### src/rtl/pipe_alu.sv
// pipe_alu: registered ALU with valid/ready handshakes on both sides.
// Holds one result at a time. Single-cycle ops complete at the accept edge.
// MUL is a shift-add over WIDTH cycles.
//
// Handshake: an operation is accepted when valid_i && ready_o at a rising
// edge, and a result is consumed when valid_o && ready_i at a rising edge.
// ready_o depends combinationally on ready_i, so a held result can be consumed
// and replaced at the same edge.
//
// Ports:
//   clk, reset         clock (rising edge), async active-high reset
//   a_i, b_i, op_i     operands and opcode, sampled at accept only
//   valid_i / ready_o  operation handshake
//   alu_o, zero_o,     registered result and flags
//   carry_o
//   valid_o / ready_i  result handshake
//   dbg_state          current FSM state (0 IDLE, 1 BUSY, 2 DONE)
module pipe_alu #(
    parameter int WIDTH = 8
) (
    input  logic             clk,
    input  logic             reset,
    input  logic [WIDTH-1:0] a_i,
    input  logic [WIDTH-1:0] b_i,
    input  logic [3:0]       op_i,
    input  logic             valid_i,
    output logic             ready_o,
    output logic [WIDTH-1:0] alu_o,
    output logic             zero_o,
    output logic             carry_o,
    output logic             valid_o,
    input  logic             ready_i,
    output logic [1:0]       dbg_state
);
    localparam int SHW = $clog2(WIDTH);
    localparam logic [SHW:0] CNT_LAST = (SHW+1)'(WIDTH - 1);

    typedef enum logic [1:0] {IDLE = 2'd0, BUSY = 2'd1, DONE = 2'd2} state_t;

    state_t state, state_nxt;

    logic [2*WIDTH-1:0] mcand, acc, acc_add;
    logic [WIDTH-1:0]   mplier;
    logic [SHW:0]       cnt;

    logic               accept, consume, is_mul, mul_last;
    logic [WIDTH-1:0]   sc_res;
    logic               sc_cy;
    logic [WIDTH:0]     sum, diff;
    logic [2*WIDTH-1:0] rot_l, rot_r;
    logic [SHW-1:0]     sh;

    assign accept    = valid_i && ready_o;
    assign consume   = valid_o && ready_i;
    assign is_mul    = (op_i == 4'b1011);
    assign mul_last  = (state == BUSY) && (cnt == CNT_LAST);
    assign dbg_state = state;

    // State register
    always_ff @(posedge clk or posedge reset) begin
        if (reset) state <= IDLE;
        else       state <= state_nxt;
    end

    // Next-state logic. Accept in DONE implies consume, since ready_o in DONE
    // requires ready_i.
    always_comb begin
        state_nxt = state;
        case (state)
            IDLE: if (accept) state_nxt = is_mul ? BUSY : DONE;
            BUSY: if (mul_last) state_nxt = DONE;
            DONE: begin
                if (accept)       state_nxt = is_mul ? BUSY : DONE;
                else if (consume) state_nxt = IDLE;
            end
            default: state_nxt = IDLE;
        endcase
    end

    // Output logic
    always_comb begin
        ready_o = (state == IDLE) || ((state == DONE) && ready_i);
        valid_o = (state == DONE);
    end

    // Single-cycle datapath. Rotates shift a doubled copy of a, so an amount
    // of 0 needs no special case.
    always_comb begin
        sh     = b_i[SHW-1:0];
        sum    = {1'b0, a_i} + {1'b0, b_i};
        diff   = {1'b0, a_i} - {1'b0, b_i};
        rot_l  = {a_i, a_i} << sh;
        rot_r  = {a_i, a_i} >> sh;
        sc_res = '0;
        sc_cy  = 1'b0;
        case (op_i)
            4'b0000: begin sc_res = sum[WIDTH-1:0];  sc_cy = sum[WIDTH];  end
            4'b0001: begin sc_res = diff[WIDTH-1:0]; sc_cy = diff[WIDTH]; end
            4'b0010: sc_res = a_i << sh;
            4'b0011: sc_res = a_i >> sh;
            4'b0100: sc_res = a_i & b_i;
            4'b0101: sc_res = a_i | b_i;
            4'b0110: sc_res = a_i ^ b_i;
            4'b0111: sc_res = {{(WIDTH-1){1'b0}}, (a_i == b_i)};
            4'b1000: sc_res = rot_l[2*WIDTH-1:WIDTH];
            4'b1001: sc_res = rot_r[WIDTH-1:0];
            4'b1010: sc_res = {{(WIDTH-1){1'b0}}, (a_i < b_i)};
            default: begin sc_res = '0; sc_cy = 1'b0; end
        endcase
    end

    // One multiplier bit per cycle, LSB first
    assign acc_add = mplier[0] ? (acc + mcand) : acc;

    // Datapath registers. Accept never happens in BUSY, so the two branches
    // are exclusive.
    always_ff @(posedge clk or posedge reset) begin
        if (reset) begin
            alu_o   <= '0;
            zero_o  <= 1'b1;
            carry_o <= 1'b0;
            mcand   <= '0;
            mplier  <= '0;
            acc     <= '0;
            cnt     <= '0;
        end else if (accept) begin
            if (is_mul) begin
                mcand  <= {{WIDTH{1'b0}}, a_i};
                mplier <= b_i;
                acc    <= '0;
                cnt    <= '0;
            end else begin
                alu_o   <= sc_res;
                zero_o  <= (sc_res == '0);
                carry_o <= sc_cy;
            end
        end else if (state == BUSY) begin
            acc    <= acc_add;
            mcand  <= mcand << 1;
            mplier <= mplier >> 1;
            cnt    <= cnt + (SHW+1)'(1);
            if (mul_last) begin
                alu_o   <= acc_add[WIDTH-1:0];
                zero_o  <= (acc_add[WIDTH-1:0] == '0);
                carry_o <= |acc_add[2*WIDTH-1:WIDTH];
            end
        end
    end

endmodule

### config.mk
export PLATFORM = sky130hd
export DESIGN_NAME = pipe_alu
export DESIGN_NICKNAME = d
export VERILOG_FILES = /design/src/rtl/pipe_alu.sv
export SDC_FILE = /design/constraint.sdc
export NUM_CORES = 1
export LEC_CHECK = 0
export BUFFER_PORTS_ARGS = -buffer_cell sky130_fd_sc_hd__buf_2
export CAP_MARGIN = 30
export CORE_ASPECT_RATIO = 0.9
export CORE_MARGIN = 2
export CORE_UTILIZATION = 45
export CTS_CLUSTER_DIAMETER = 150
export CTS_CLUSTER_SIZE = 10
export DETAILED_ROUTE_END_ITERATION = 10
export PLACE_DENSITY = 0.67
export SYNTH_ARGS = -nofsm -noshare
export SYNTH_HDL_FRONTEND = slang
export SYNTH_SLANG_ARGS = --single-unit
### constraint.sdc
create_clock -name clk -period 3.2 [get_ports clk]
set_clock_uncertainty 0.2 [all_clocks]
set_input_delay 0.32 -clock clk [delete_from_list [all_inputs] [get_ports clk]]
set_output_delay 0.32 -clock clk [all_outputs]
set_load 0.03 [all_outputs]
# Word-level counts from Yosys, hierarchy flattened
# Cells that the tools add are included.
[totals] elab_cells=87 in_bits=24 out_inout_bits=14 ff_bits=56
[classes] magnitude_cmp=1 n_addsub=4 bitwise=3 n_eq_ne=20 reduce_logical=14 muxes=33 n_shift=4
[op_table] operator="16-bit 2-to-1 mux" count=7
[op_table] operator="8-bit one-hot mux with 11 select lines" count=1
[op_table] operator="8-bit 2-to-1 mux" count=7
[op_table] operator="4-bit by 3-bit equality test with 1-bit output, second input constant" count=5
[op_table] operator="16-bit adder" count=1
[op_table] operator="4-bit equality test, second input constant" count=4
[op_table] operator="8-bit zero test" count=2
[op_table] operator="16-bit by 3-bit left shift with 16-bit output" count=1
[op_table] operator="16-bit by 3-bit right shift with 8-bit output" count=1
[op_table] operator="4-bit 2-to-1 mux" count=3
[op_table] operator="2-bit 2-to-1 mux" count=5
[op_table] operator="8-bit by 8-bit adder with 9-bit output" count=1
[op_table] operator="8-bit by 8-bit subtractor with 9-bit output" count=1
[op_table] operator="8-bit AND" count=1
[op_table] operator="4-bit by 2-bit equality test with 1-bit output, second input constant" count=2
[op_table] operator="8-bit equality test" count=1
[op_table] operator="8-bit less-than comparator" count=1
[op_table] operator="1-bit 2-to-1 mux" count=8
[op_table] operator="8-bit OR" count=1
[op_table] operator="8-bit OR reduction" count=1
[op_table] operator="8-bit by 3-bit left shift with 8-bit output" count=1
[op_table] operator="8-bit by 3-bit right shift with 8-bit output" count=1
[op_table] operator="8-bit bitwise XOR" count=1
[op_table] operator="2-bit inequality test, second input constant" count=3
[op_table] operator="other kinds (15)" count=19

# Longest topological paths before layout
[depth] depth_word=6 mapped_depth=12 mapped_depth_nobuf=11

# Worst setup path after synthesis
# No wires, ideal clock.
[synth_timing] kind="input -> register" from="input b_i[1]" to="register alu_o[7]" path_buffers=2 setup_slack_ns=0.337 setup_ns=0.137 arrival_time_ns=2.526 stages=12 required_time_ns=2.863 path_cell_list="buf_6 > buf_2 > inv_1 > ha_1 > a21oi_1 > o211ai_1 > o41ai_1 > nor2_1 > a211o_1 > a211o_1 > o21ai_0 > a21oi_1"
[synth_via] elab_chain_cells=4 elab_cells_between_ends=9 cone_classes="add/sub (2); shift (4); mux (3)"
[synth_rtl] element="start, declared" line="24" text="input logic [WIDTH-1:0] b_i,"
[synth_rtl] element="8-bit by 8-bit subtractor with 9-bit output, or another cell as far along" line="91" text="diff = {1'b0, a_i} - {1'b0, b_i};"
[synth_rtl] element="8-bit one-hot mux with 11 select lines (*)" line="96" text="case (op_i)"
[synth_rtl] element="8-bit 2-to-1 mux (*)" line="127" text="if (is_mul) begin"
[synth_rtl] element="8-bit 2-to-1 mux (*)" line="126" text="end else if (accept) begin"
[synth_rtl] element="end signal, assigned" line="133" text="alu_o <= sc_res;"
[synth_rtl] element="end signal, assigned" line="143" text="alu_o <= acc_add[WIDTH-1:0];"
[synth_rtl] element="end, declared" line="28" text="output logic [WIDTH-1:0] alu_o,"
# Every way passes the cells marked *; elsewhere a longest branch is shown, timed or not. The select of a mux whose other input is x is not followed.
# A chain may end at the register's enable or synchronous reset.

# Worst setup path after layout
[layout_timing] from="register mcand[0]" to="register carry_o"
[layout_via] elab_chain_cells=6
[layout_rtl] element="start, declared" line="42" text="logic [2*WIDTH-1:0] mcand, acc, acc_add;"
[layout_rtl] element="start signal, assigned" line="128" text="mcand <= {{WIDTH{1'b0}}, a_i};"
[layout_rtl] element="start signal, assigned" line="139" text="mcand <= mcand << 1;"
[layout_rtl] element="16-bit adder" line="113" text="assign acc_add = mplier[0] ? (acc + mcand) : acc;"
[layout_rtl] element="16-bit 2-to-1 mux" line="113"
[layout_rtl] element="8-bit OR reduction" line="145" text="carry_o <= |acc_add[2*WIDTH-1:WIDTH];"
[layout_rtl] element="1-bit 2-to-1 mux" line="142" text="if (mul_last) begin"
[layout_rtl] element="1-bit 2-to-1 mux" line="137" text="end else if (state == BUSY) begin"
[layout_rtl] element="1-bit 2-to-1 mux" line="126"
[layout_rtl] element="end signal, assigned" line="135" text="carry_o <= sc_cy;"
[layout_rtl] element="end signal, assigned" line="145"
[layout_rtl] element="end, declared" line="30" text="output logic carry_o,"
# Every way passes these cells. The select of a mux whose other input is x is not followed.

==> results.sh <==
export IMPL_grt_first_pass_wirelength_um=26400
export IMPL_tightestPinTransition_ns=0.908
export IMPL_numCtsBuffers=5
export IMPL_via_per_inst=6.16
export IMPL_powerDensity_mw_per_mm2=667
export IMPL_dr_pass1_iters=8
export IMPL_grt_use_total_pct=26.3
export IMPL_cts_sinks=56
export IMPL_num_fill_cells=1124
export IMPL_fin_nets=739
export IMPL_netlist_instances=637
export IMPL_path_class="flip-flop to flip-flop"
export IMPL_ys_ff_latch=56
export IMPL_ys_async_sr_fraction_pct=100
export IMPL_rsz0062_at_grt="false"
export IMPL_p_total_w=0.00394
export IMPL_wl_met3_um=1370
export IMPL_yosys_most_used_dff="dfrtp_1"
export IMPL_min_period_ns=3.01
export IMPL_crit_path_max_fanout=3
export IMPL_fmax_mhz=333
export IMPL_dpl_hpwl_um=12400
export IMPL_antenna_found_initial=0
export IMPL_yosysSeqAreaShare_pct=26.5
export IMPL_wl_per_cell_um=19.6
export IMPL_final_area_mm2=0.00591
export IMPL_mostFrequentLayoutCells="92 x nand2_1, 56 x o21ai_0, 55 x dfrtp_1"
export IMPL_r2r_setup_slack_ns=0.19
export IMPL_max_stage_delay_ns=0.45
export IMPL_die_y_um=107
export IMPL_hold_viol=0
export IMPL_vdd_drop_max_uv=339
export IMPL_crit_chain="ha_1 -> fa_1 -> a211oi_2 -> o211ai_1 -> a221o_1 -> a21oi_1 -> mux2_2 -> nand3_1 -> nor4b_2 -> a31oi_1"
export IMPL_timing_final_crit_share_pct=94.0
export IMPL_gp_congestion=1.00
export IMPL_antenna_cells=0
export IMPL_endpoint_kind="flip-flop"
export IMPL_met2RoutedLength_um=6870
export IMPL_slew_viol_final=0
export IMPL_min_path_type="input pin to flip-flop"
export IMPL_drtIter0Drc=526
export IMPL_dr_total_vias=5097
export IMPL_final_common_cell="nand2_1"
export IMPL_finalWirelength_um=16200
export IMPL_critical_path_top_delay_family="compound AO/OA/AOI/OAI gates"
export IMPL_drv_cap=0
export IMPL_met1_length_um=7600
export IMPL_cp_start_kind="flip-flop"
export IMPL_antenna_left=0
export IMPL_synth_area_per_cell_um2=8.32
export IMPL_fin_worst_hold_slack_ns=0.117
export IMPL_initial_utilization_pct=46.2
export IMPL_cts_tree="done"
export IMPL_drc=0
export IMPL_dieWidth_um=118
export IMPL_highest_layer="met4"
export IMPL_grt_max_degree=42
export IMPL_leakage_nw=2.63
export IMPL_root_buffer="clkbuf_16"
export IMPL_synth_edff_count=0
export IMPL_drive_gt1_share_pct=16.2
export IMPL_yosysUniqueCellTypes=77
export IMPL_dpl_instance_area_mm2=0.00573
export IMPL_setup_violations_final=0
export IMPL_outcome="completed"
export IMPL_cts_buffer_depth=2
export IMPL_die_area_mm2=0.0127
export IMPL_critPathArrivalTime_ns=2.99
export IMPL_cts_clk_slew_worst_paths_ns=0.08
export IMPL_gr_total_overflow=0
export IMPL_max_slew_margin_rel_pct=39.0
export IMPL_yosysWarnings=0
export IMPL_clock_latency_ns=0.30
export IMPL_cp_required_ns=3.18
export IMPL_port_buffers=37
export IMPL_area_delta_synth_final_pct=11.4
export IMPL_num_io_pins=38
export IMPL_htree_levels=2
export IMPL_rows=37
export IMPL_syn_cell_area_mm2=0.00530
export IMPL_cp_slowest_cell="fa_1"
export IMPL_grt_pass1_vias=4863
export IMPL_cp_num_buf_inv=0
export IMPL_fin_setup_tns_ns=0
export IMPL_coreArea_mm2=0.0115
export IMPL_syn_nets=705
==> cells by family (layout without fill, tap and decap cells) <==
kind of cell / count (synthesis) / count (layout) / share of synthesized area [%]
compound gates: 204 / 204 / 25.6
xor+xnor: 19 / 19 / 3.14
mux: 40 / 40 / 10.5
flops: 56 / 56 / 26.5
simple gates: 206 / 206 / 18.1
buf+inv: 68 / 103 / 5.45
fa+ha+maj: 44 / 44 / 10.8
==> stage by stage <==
step,setup slack (ns),cells,utilization [%]
final,0.193,828,51.4
after global routing,0.00903,828,51.4
after CTS,0.0819,828,51.4
after detailed placement,0.0852,819,49.9
after global placement,0.154,817,49.7
after floorplan,0.337,637,-
==> path summary, 6_finish.rpt <==
kind	start	endpoint	cells past startpoint
max reg2reg	mcand[0]$_DFFE_PP0P_	carry_o$_DFFE_PP0P_	10
min reg2reg	alu_o[4]$_DFFE_PP0P_	alu_o[4]$_DFFE_PP0P_	2
min	ready_i	dbg_state[1]$_DFFE_PP0P_	3
min in group asynchronous	reset	mcand[5]$_DFFE_PP0P_	3
max in group asynchronous	reset	zero_o$_DFFE_PP1P_	4
max	mcand[0]$_DFFE_PP0P_	carry_o$_DFFE_PP0P_	10
==> power by group <==
part	switching, W	internal [W]
clock	0.000283	0.000303
combinational	0.00127	0.000829
sequential	0.000258	0.000993
==> area by class of cell <==
| class | count | area (µm²) | share of cell area [%] |
|---|---|---|---|
| clock buffers | 5 | 125 | 2.12 |
| clock inverters | 3 | 28.8 | 0.487 |
| inverters | 29 | 109 | 1.84 |
| multi-input cells | 513 | 3620 | 61.4 |
| flip-flops and latches | 56 | 1400 | 23.7 |
| well taps | 156 | 195 | 3.30 |
| repair buffers | 66 | 422 | 7.14 |
==> state kept, by name, summed over array words and instances (netlist names) <==
name and flops:
acc 16, alu_o 8, carry_o 1, cnt 4, dbg_state 2, mcand 16, mplier 8, zero_o 1
==> what timing repair did <==
item                                    CTS  global route
hold buffers                              1             0
hold endpoints to repair                 15             0
buffers inserted                          0             0
endpoints found under the setup margin    0             1
resized for setup                         0             2
==> metal layers <==
metal | global-route usage (%) | vias up
met4 | 7.23 | 0
li1 | - | 2412
met3 | 4.89 | 26
met5 | 0 | -
met2 | 39.8 | 235
met1 | 38.6 | 2424
==> tightest hold or removal path, cell delays in order <==
cell	delay [ns]
buf_2	0.09
inv_1	0.06
a21o_1	0.11
==> synthesized netlist by cell type, types with 3 or more instances <==
| cell | count | share of area (%) |
|---|---|---|
| a211o_1 | 5 | 0.83 |
| a211oi_1 | 7 | 0.99 |
| a21o_1 | 5 | 0.71 |
| a21oi_1 | 46 | 4.3 |
| a221oi_1 | 9 | 1.5 |
| a22oi_1 | 9 | 1.3 |
| a31oi_1 | 8 | 0.94 |
| a32o_1 | 5 | 0.94 |
| buf_2 | 8 | 0.76 |
| buf_6 | 3 | 0.64 |
| clkbuf_1 | 25 | 1.8 |
| dfrtp_1 | 55 | 26 |
| fa_1 | 3 | 1.1 |
| ha_1 | 41 | 9.7 |
| inv_1 | 28 | 2.0 |
| mux2_2 | 10 | 2.1 |
| mux2i_1 | 20 | 3.8 |
| mux4_1 | 5 | 2.5 |
| mux4_2 | 5 | 2.1 |
| nand2_1 | 92 | 6.5 |
| nand2b_1 | 4 | 0.47 |
| nand3_1 | 22 | 2.1 |
| nand4_1 | 4 | 0.47 |
| nor2_1 | 46 | 3.3 |
| nor2b_1 | 6 | 0.71 |
| nor3_1 | 8 | 0.76 |
| nor4b_1 | 4 | 0.66 |
| o211ai_1 | 7 | 0.99 |
| o21ai_0 | 56 | 5.3 |
| o21bai_1 | 4 | 0.57 |
| o22ai_1 | 7 | 0.83 |
| o31ai_1 | 6 | 0.85 |
| or3_1 | 3 | 0.35 |
| xnor2_1 | 14 | 2.3 |
| xor2_1 | 5 | 0.83 |
Note: power is estimated with default switching activity, not from simulation.
